<file path="src/rtl/morse_entry_ctrl.sv">
// morse_entry_ctrl
//   Sequencing controller for the Morse-to-text datapath. Debounced
//   dot/dash pulses build a symbol (first symbol in bit 0, 1 = dash). A
//   commit hands the symbol to the external glyph decoder over a req/ack
//   handshake. The returned glyph goes into an 8-slot character buffer,
//   and that buffer is scanned onto an 8-digit seven-segment display.
//
// Ports
//   clock, reset_n      system clock, asynchronous active-low reset
//   dot_pulse           append a dot            (single-cycle pulse)
//   dash_pulse          append a dash           (single-cycle pulse)
//   commit_pulse        end of character        (single-cycle pulse)
//   bksp_pulse          backspace               (single-cycle pulse)
//   decode_req  (out)   level request to the decoder; high for the whole DECODE state
//   decode_ack  (in)    decoder response valid; glyph is sampled in this cycle
//   glyph       (in)    {g,f,e,d,c,b,a} active-low; 7'h7F means unknown code
//   sym_bits, sym_len   symbol under construction / being decoded
//   busy                high in DECODE; this is also the FSM state observation point
//   char_count          occupied buffer slots, 0..8
//   sym_err             sticky flag: more than MAX_SYM symbols were entered
//   anode, out          active-low digit enable (anode[7] = slot 0) and segments
//
// Handshake: decode_req rises the cycle after an accepted commit and stays
// high until the cycle in which decode_ack=1 is seen. That cycle completes
// the transfer. decode_ack outside DECODE is ignored.

module morse_entry_ctrl #(
  parameter int unsigned SCAN_DIV = 100000,
  parameter int unsigned MAX_SYM  = 5
) (
  input  logic       clock,
  input  logic       reset_n,
  input  logic       dot_pulse,
  input  logic       dash_pulse,
  input  logic       commit_pulse,
  input  logic       bksp_pulse,
  input  logic       decode_ack,
  input  logic [6:0] glyph,
  output logic       decode_req,
  output logic [4:0] sym_bits,
  output logic [2:0] sym_len,
  output logic       busy,
  output logic [3:0] char_count,
  output logic       sym_err,
  output logic [7:0] anode,
  output logic [6:0] out
);

  localparam int CNT_W = (SCAN_DIV > 1) ? $clog2(SCAN_DIV) : 1;
  localparam logic [6:0] BLANK = 7'h7F;
  localparam logic [6:0] DASH  = 7'h3F;

  typedef enum logic {COLLECT = 1'b0, DECODE = 1'b1} state_e;

  state_e     state_q, state_d;
  logic [4:0] sym_bits_q, sym_bits_d;
  logic [2:0] sym_len_q, sym_len_d;
  logic       sym_err_q, sym_err_d;
  logic [3:0] char_count_q, char_count_d;
  logic [6:0] slot_q [8];
  logic [6:0] slot_d [8];

  logic [CNT_W-1:0] scan_cnt_q;
  logic [2:0]       scan_idx_q;
  logic [7:0]       anode_q;
  logic [6:0]       out_q;

  logic [6:0] wr_val;
  logic [2:0] del_idx;

  // ---------------------------------------------------------------- FSM
  always_ff @(posedge clock or negedge reset_n) begin
    if (!reset_n) begin
      state_q      <= COLLECT;
      sym_bits_q   <= '0;
      sym_len_q    <= '0;
      sym_err_q    <= 1'b0;
      char_count_q <= '0;
      for (int i = 0; i < 8; i++) slot_q[i] <= BLANK;
    end else begin
      state_q      <= state_d;
      sym_bits_q   <= sym_bits_d;
      sym_len_q    <= sym_len_d;
      sym_err_q    <= sym_err_d;
      char_count_q <= char_count_d;
      for (int i = 0; i < 8; i++) slot_q[i] <= slot_d[i];
    end
  end

  always_comb begin
    state_d      = state_q;
    sym_bits_d   = sym_bits_q;
    sym_len_d    = sym_len_q;
    sym_err_d    = sym_err_q;
    char_count_d = char_count_q;
    for (int i = 0; i < 8; i++) slot_d[i] = slot_q[i];
    // Unknown codes are shown as a lone g segment so the user sees a miss.
    wr_val  = (glyph == BLANK) ? DASH : glyph;
    del_idx = 3'(char_count_q - 4'd1);

    unique case (state_q)
      COLLECT: begin
        // One pulse per cycle: bksp > commit > dash > dot.
        if (bksp_pulse) begin
          if (sym_len_q != 3'd0) begin
            sym_len_d  = '0;
            sym_bits_d = '0;
            sym_err_d  = 1'b0;
          end else if (char_count_q != 4'd0) begin
            slot_d[del_idx] = BLANK;
            char_count_d    = char_count_q - 4'd1;
          end
        end else if (commit_pulse) begin
          if (sym_len_q != 3'd0) state_d = DECODE;
        end else if (dash_pulse || dot_pulse) begin
          if (sym_len_q < 3'(MAX_SYM)) begin
            for (int i = 0; i < 5; i++) begin
              if (sym_len_q == 3'(i)) sym_bits_d[i] = dash_pulse;
            end
            sym_len_d = sym_len_q + 3'd1;
          end else begin
            sym_err_d = 1'b1;
          end
        end
      end

      DECODE: begin
        // Pulses are dropped here; only the decoder response matters.
        if (decode_ack) begin
          if (char_count_q < 4'd8) begin
            slot_d[char_count_q[2:0]] = wr_val;
            char_count_d              = char_count_q + 4'd1;
          end else begin
            // A full buffer starts a fresh line rather than refusing input.
            for (int i = 1; i < 8; i++) slot_d[i] = BLANK;
            slot_d[0]    = wr_val;
            char_count_d = 4'd1;
          end
          sym_bits_d = '0;
          sym_len_d  = '0;
          sym_err_d  = 1'b0;
          state_d    = COLLECT;
        end
      end

      default: state_d = COLLECT;
    endcase
  end

  // --------------------------------------------------------------- scan
  // anode/out are registered from the current index, so they trail an
  // index change (or a buffer write) by one cycle.
  always_ff @(posedge clock or negedge reset_n) begin
    if (!reset_n) begin
      scan_cnt_q <= '0;
      scan_idx_q <= '0;
      anode_q    <= 8'h7F;
      out_q      <= BLANK;
    end else begin
      if (scan_cnt_q == CNT_W'(SCAN_DIV - 1)) begin
        scan_cnt_q <= '0;
        scan_idx_q <= scan_idx_q + 3'd1;
      end else begin
        scan_cnt_q <= scan_cnt_q + 1'b1;
      end
      anode_q <= ~(8'h80 >> scan_idx_q);
      out_q   <= slot_q[scan_idx_q];
    end
  end

  assign decode_req = (state_q == DECODE);
  assign busy       = (state_q == DECODE);
  assign sym_bits   = sym_bits_q;
  assign sym_len    = sym_len_q;
  assign sym_err    = sym_err_q;
  assign char_count = char_count_q;
  assign anode      = anode_q;
  assign out        = out_q;

endmodule
</file>
<file path="config.mk">
export PLATFORM = sky130hd
export DESIGN_NAME = morse_entry_ctrl
export DESIGN_NICKNAME = d
export VERILOG_FILES = /design/src/rtl/morse_entry_ctrl.sv
export SDC_FILE = /design/constraint.sdc
export NUM_CORES = 1
export LEC_CHECK = 0
export ABC_AREA = 1
export BUFFER_PORTS_ARGS = -buffer_cell sky130_fd_sc_hd__clkbuf_2
export CORE_AREA = 2 2 142 144
export DETAILED_ROUTE_END_ITERATION = 8
export DIE_AREA = 0 0 144 146
export PLACE_DENSITY = 0.52
export SYNTH_ARGS = -nofsm -noshare
export SYNTH_HDL_FRONTEND = slang
export SYNTH_SLANG_ARGS = --single-unit
</file>
<file path="constraint.sdc">
create_clock -name clock -period 3.1 [get_ports clock]
set_clock_uncertainty 0.2 [all_clocks]
set_input_delay 0.465 -clock clock [delete_from_list [all_inputs] [get_ports clock]]
set_output_delay 0.465 -clock clock [all_outputs]
set_load 0.02 [all_outputs]
</file>
After elaboration in Yosys (flattened, before gate mapping)
Cells that the tools add are included.
{"block": "totals", "ff_bits": 105, "elab_cells": 127}
{"block": "classes", "addsub": 5, "order_cmp": 7, "n_eq_ne": 20, "shifts": 1, "mux": 53, "bitwise": 6, "n_reduce_logical": 14}
{"cell": "two-way mux 56 bit", "n": 5}
{"cell": "one-hot mux 56 bit (2 select lines)", "n": 1}
{"cell": "bitwise mux 56 bit", "n": 1}
{"cell": "bitwise OR 56 bit", "n": 1}
{"cell": "demux 7 bit (select 3 bit)", "n": 2}
{"cell": "two-way mux 7 bit", "n": 5}
{"cell": "two-way mux 5 bit", "n": 6}
{"cell": "!= test 3 bit (second input constant)", "n": 10}
{"cell": "AND reduction 6 bit", "n": 5}
{"cell": "binary-select mux 7 bit (select 3 bit)", "n": 1}
{"cell": "two-way mux 4 bit", "n": 5}
{"cell": "two-way mux 3 bit", "n": 6}
{"cell": "adder 17 x 1 -> 17 bit (second input constant)", "n": 1}
{"cell": "equality test 17 bit (second input constant)", "n": 1}
{"cell": "two-way mux 17 bit", "n": 1}
{"cell": "two-way mux 1 bit", "n": 15}
{"cell": ">= comparator 4 bit (second input constant)", "n": 3}
{"cell": "NOT 3 -> 4 bit", "n": 3}
{"cell": "one-hot mux 5 bit (2 select lines)", "n": 1}
{"cell": "AND reduction 5 bit", "n": 2}
{"cell": "< comparator 4 x 1 -> 1 bit (second input constant)", "n": 2}
{"cell": "!= test 2 bit (second input constant)", "n": 4}
{"cell": "NOT 8 bit", "n": 1}
{"cell": "one-hot mux 4 bit (2 select lines)", "n": 1}
{"cell": "other kinds (19)", "n": 23}

Depth between registers and ports, before layout
{"block": "logic_depth", "depth_word": 11, "depth_mapped": 12}

Worst setup path before layout
Ideal clock, no wire load.
{"block": "synth_path", "path_type": "register to register", "from": "register char_count_q[0] (netlist: char_count[0])", "to": "register slot_q[11] (netlist bit)", "setup_ps": 72, "arrival_time_ps": 1732, "required_time_ps": 2828, "path_slack_ps": 1097, "path_stages_with_launch": 11, "path_buffers": 1, "path_cell_list": "dfrtp_1 > buf_2 > inv_4 > ha_1 > inv_2 > nand4_1 > nand2_1 > nand2_1 > nand2_1 > nand2_1 > o21ai_1"}
{"block": "synth_via", "elab_chain_len": 11, "word_cells_on_any_way": 25, "classes_between": "add/sub: 1; order compare: 5; eq/ne: 1; mux: 11; bitwise: 3; reduce/logical: 4"}
{"element": "start: declaration", "line": "59", "text": "logic [3:0] char_count_q, char_count_d;"}
{"element": "start signal: assignment", "line": "85", "text": "char_count_q <= char_count_d;"}
{"element": "subtractor 4 x 1 -> 4 bit"}
{"element": "NOT 3 -> 4 bit (not written as such)", "line": "110", "text": "slot_d[del_idx] = BLANK;"}
{"element": ">= comparator 4 bit (not written as such) / < comparator 4 x 1 -> 1 bit (equally long branches)", "line": "110"}
{"element": "logical AND 1 bit (not written as such)", "line": "110"}
{"element": "two-way mux 7 bit (not written as such)", "line": "110"}
{"element": "demux 7 bit (select 3 bit)", "line": "110"}
{"element": "bitwise OR 56 bit (no source line)"}
{"element": "two-way mux 56 bit", "line": "109", "text": "end else if (char_count_q != 4'd0) begin"}
{"element": "two-way mux 56 bit", "line": "105", "text": "if (sym_len_q != 3'd0) begin"}
{"element": "two-way mux 56 bit", "line": "104", "text": "if (bksp_pulse) begin"}
{"element": "one-hot mux 56 bit (2 select lines)", "line": "101", "text": "unique case (state_q)"}
{"element": "end: declaration", "line": "60", "text": "logic [6:0] slot_q [8];"}
Several ways; a longest one is shown, not always the timed one. The select of a mux whose other input is x is not followed.
A chain may end at the register's enable or synchronous reset.

Worst setup path in the final report
{"block": "layout_path", "from": "register char_count_q[0] (netlist: char_count[0])", "to": "register slot_q[5] (netlist bit)"}
Same word-level chain as after synthesis.

==> impl_metrics.py <==
metrics = {
    "outcome": {
        "status": "completed",
    },
    "routing": {
        "vias": 5682,
        "drt_first_iter_violations": 369,
        "antenna_left": 0,
        "drcViolationCount": 0,
        "drt_pre_antenna_iters": 5,
        "totalWireLength_um": 17000,
        "vias_per_cell": 4.67,
        "wl_per_cell_um": 14.0,
    },
    "sta": {
        "hold_viol_final": 0,
        "fin_hold_ws_ns": 0.144,
        "fin_crit_sh": 0.793,
        "rsz0062_at_grt": "no",
        "fmax_ghz": 0.407,
        "maxSlewHeadroom": 0.552,
        "setup_tns_ns": 0,
        "fin_crit_ns": 2.46,
        "maxSlewViolCount": 0,
        "worstMarginPinSlew_ns": 0.672,
        "finalSetupViolations": 0,
    },
    "final_layout": {
        "area_growth_pct": 11.8,
        "final_design_area_no_fill_sq_mm": 0.00710,
        "drive_gt1_frac": 0.171,
        "antenna_cells": 0,
        "nNetsFinal": 975,
    },
    "synth": {
        "synth.ff_latch_count": 105,
        "ys_warn_count": 0,
        "synth_top_area_cell": "dfstp_2",
        "yosysSeqAreaShare": 0.428,
        "synth_mux_area_frac": 0,
        "synth_area_leaders": "dfstp_2 (29%), nand2_1 (22%), dfrtp_1 (14%)",
        "synth_top_family_by_area": "simple AND/OR/NAND/NOR gates",
        "synthSimpleGateAreaFrac": 0.298,
        "syn_area_sq_mm": 0.00635,
        "ys_async_sr_fraction": 1.00,
        "netlist_instances": 918,
        "ys.flop_type": "dfstp_2",
        "synth_edf_count": 0,
        "synth_cell_type_count": 30,
        "synth_xor_area_frac": 0.0124,
        "netlist.area_leader.share": 0.290,
        "synth-compound-area-share": 0.130,
        "synth.avg_cell_area_sq_um": 6.92,
        "syn-num-nets": 947,
        "synth_fa_ha_area_frac": 0.0296,
    },
    "worst_setup_path": {
        "cp_slowest_cell": "dfrtp_1",
        "path_cells": "inv_4, ha_1, nand3_1, nand2_1, nor2_4, nand3_2, a21oi_1",
        "cp-end-kind": "flip-flop",
        "cp_top_family": "simple AND/OR/NAND/NOR gates",
        "timing.critical_path.arrival_ns": 2.56,
        "path_buf_inv": 1,
        "cp_max_fo": 26,
        "crit_required_ns": 3.20,
        "r2r_cells": 7,
        "critPathKind": "flip-flop to flip-flop",
        "cp.depth": 7,
        "cp-start-kind": "flip-flop",
        "crit_path_max_incr_delay_ns": 0.63,
    },
    "clocking": {
        "cts_sinks": 105,
        "root_buffer": "clkbuf_16",
        "cts_tree": "done",
        "cts_buffer_depth": 2,
        "clk_pin_slew_ns": 0.08,
        "insertion_delay_ns": 0.37,
        "cts_resized": 0,
        "htree_levels": 3,
        "cts_made_buffers": 9,
    },
    "die": {
        "dieArea_sq_mm": 0.0210,
        "die_y_um": 146,
        "die_w_um": 144,
        "core-area_sq_mm": 0.0193,
        "initial_core_util": 0.328,
        "num_rows": 51,
        "io_pins": 44,
    },
    "global_route": {
        "grt_pass1_vias": 5242,
        "grt_antenna_before_repair": 0,
        "grt_usage": 0.169,
        "gr-total-overflow": 0,
        "grt_first_pass_wirelength_um": 27900,
        "grt_max_degree": 64,
    },
    "placement": {
        "dp_hpwl_um": 11700,
        "place_area_sq_mm": 0.00680,
        "place_congestion": 0.849,
        "io_buffer_count": 43,
    },
    "run": {
        "drv_cap": 0,
    },
    "power_and_ir_drop": {
        "powerDensity_mw_per_mm2": 948,
        "p_leak_nw": 3.69,
        "ir_worst_vdd_mv": 0.434,
    },
    "worst_hold_path": {
        "hold_path_class": "input port to flip-flop",
        "whs_path_depth": 3,
    },
}
## sequential cells by signal, summed over array words and instances (netlist names)
| register | cells |
|---|---|
| anode | 8 |
| busy | 1 |
| char_count | 4 |
| out | 7 |
| scan_cnt_q | 17 |
| scan_idx_q | 3 |
| slot_q | 56 |
| sym_bits | 5 |
| sym_err | 1 |
| sym_len | 3 |
## placed cells by master, fill, tap and decap left out, types with 2 or more instances in the layout
master,count
nor2_1,38
inv_2,14
dfrtp_1,35
nand2_1,365
nand3_1,34
nand4_1,17
buf_4,8
o21a_1,8
nand2_2,6
dfstp_2,70
inv_1,110
a21oi_1,48
nor3_1,3
xnor2_1,2
nor2_4,2
inv_8,3
nor2_2,2
clkbuf_16,9
ha_1,15
clkbuf_2,42
o21ai_1,26
xor2_1,7
o21ai_0,75
## path summary, 6_finish.rpt
path,end,slack [ns],startpoint
worst max-delay path,slot_q[5],0.64,char_count[0]
worst min-delay path,slot_q[0],0.14,glyph[0]
worst max register to register,slot_q[5],0.64,char_count[0]
worst min register to register,scan_cnt_q[0],0.26,scan_cnt_q[0]
max in group asynchronous,out[6],1.47,reset_n
min in group asynchronous,scan_cnt_q[3],0.44,reset_n
## final cells by class
type	count	area [sq um]
Tap cell	265	332
Clock buffer	9	225
Timing Repair Buffer	52	300
Multi-Input combinational cell	653	2990
Sequential cell	105	2720
Fill cell	2078	12200
Inverter	125	472
Clock inverter	7	71.3
## stage by stage
step	instances	worst slack [ns]	power, mW	util
2_1_floorplan	918	1.10	4.82	-
5_1_grt	1216	0.405	7.39	0.367
4_1_cts	1216	0.661	6.77	0.367
3_5_place_dp	1199	0.662	5.57	0.351
3_3_place_gp	1199	0.727	5.56	0.351
6_report	1216	0.640	6.73	0.367
## logic make-up (layout without fill, tap and decap cells)
family                     after synthesis  after routing
AOI/OAI and AO/OA                      160            160
xor gates and xnor gates                 9              9
adders and majority gates               15             15
buffers and inverters                  160            193
DFF                                    105            105
and+or+nand+nor                        469            469
## repair_timing
action	4_1_cts	5_1_grt
setup buffers	0	0
hold buffers	1	0
hold endpoints to repair	18	0
## cell usage after synthesis (3+ instances only)
master    number
nand2_2        6
nor2_1        38
nand2_1      365
inv_1        110
o21a_1         8
inv_2         14
o21ai_0       75
nand4_1       17
buf_1          3
a21oi_1       48
dfstp_2       70
nor3_1         3
buf_2          6
o21ai_1       26
dfrtp_1       35
buf_6          4
nand3_1       34
xor2_1         7
ha_1          15
clkbuf_1      20
## routing by layer
| layer | global-route usage | vias to the layer above | share of wire |
|---|---|---|---|
| li1 | - | 2927 | - |
| met1 | 0.248 | 2601 | 0.50 |
| met2 | 0.252 | 137 | 0.44 |
| met3 | 0.0299 | 17 | 0.047 |
| met4 | 0.0549 | 0 | 0.015 |
| met5 | 0 | - | 0 |
## worst reg2reg max path: stages, from the launching register on
cell	delay, ns
dfrtp_1	0.63
inv_4	0.13
ha_1	0.23
nand3_1	0.08
nand2_1	0.08
nor2_4	0.50
nand3_2	0.33
a21oi_1	0.23
## power by group
| group | internal, mW | total, mW | switching (mW) |
|---|---|---|---|
| registers | 2.02 | 2.29 | 0.277 |
| clock network | 0.572 | 1.18 | 0.611 |
| logic | 0.993 | 3.26 | 2.26 |
| total | 3.58 | 6.73 | 3.15 |
Power figures use the tool's default switching activity.
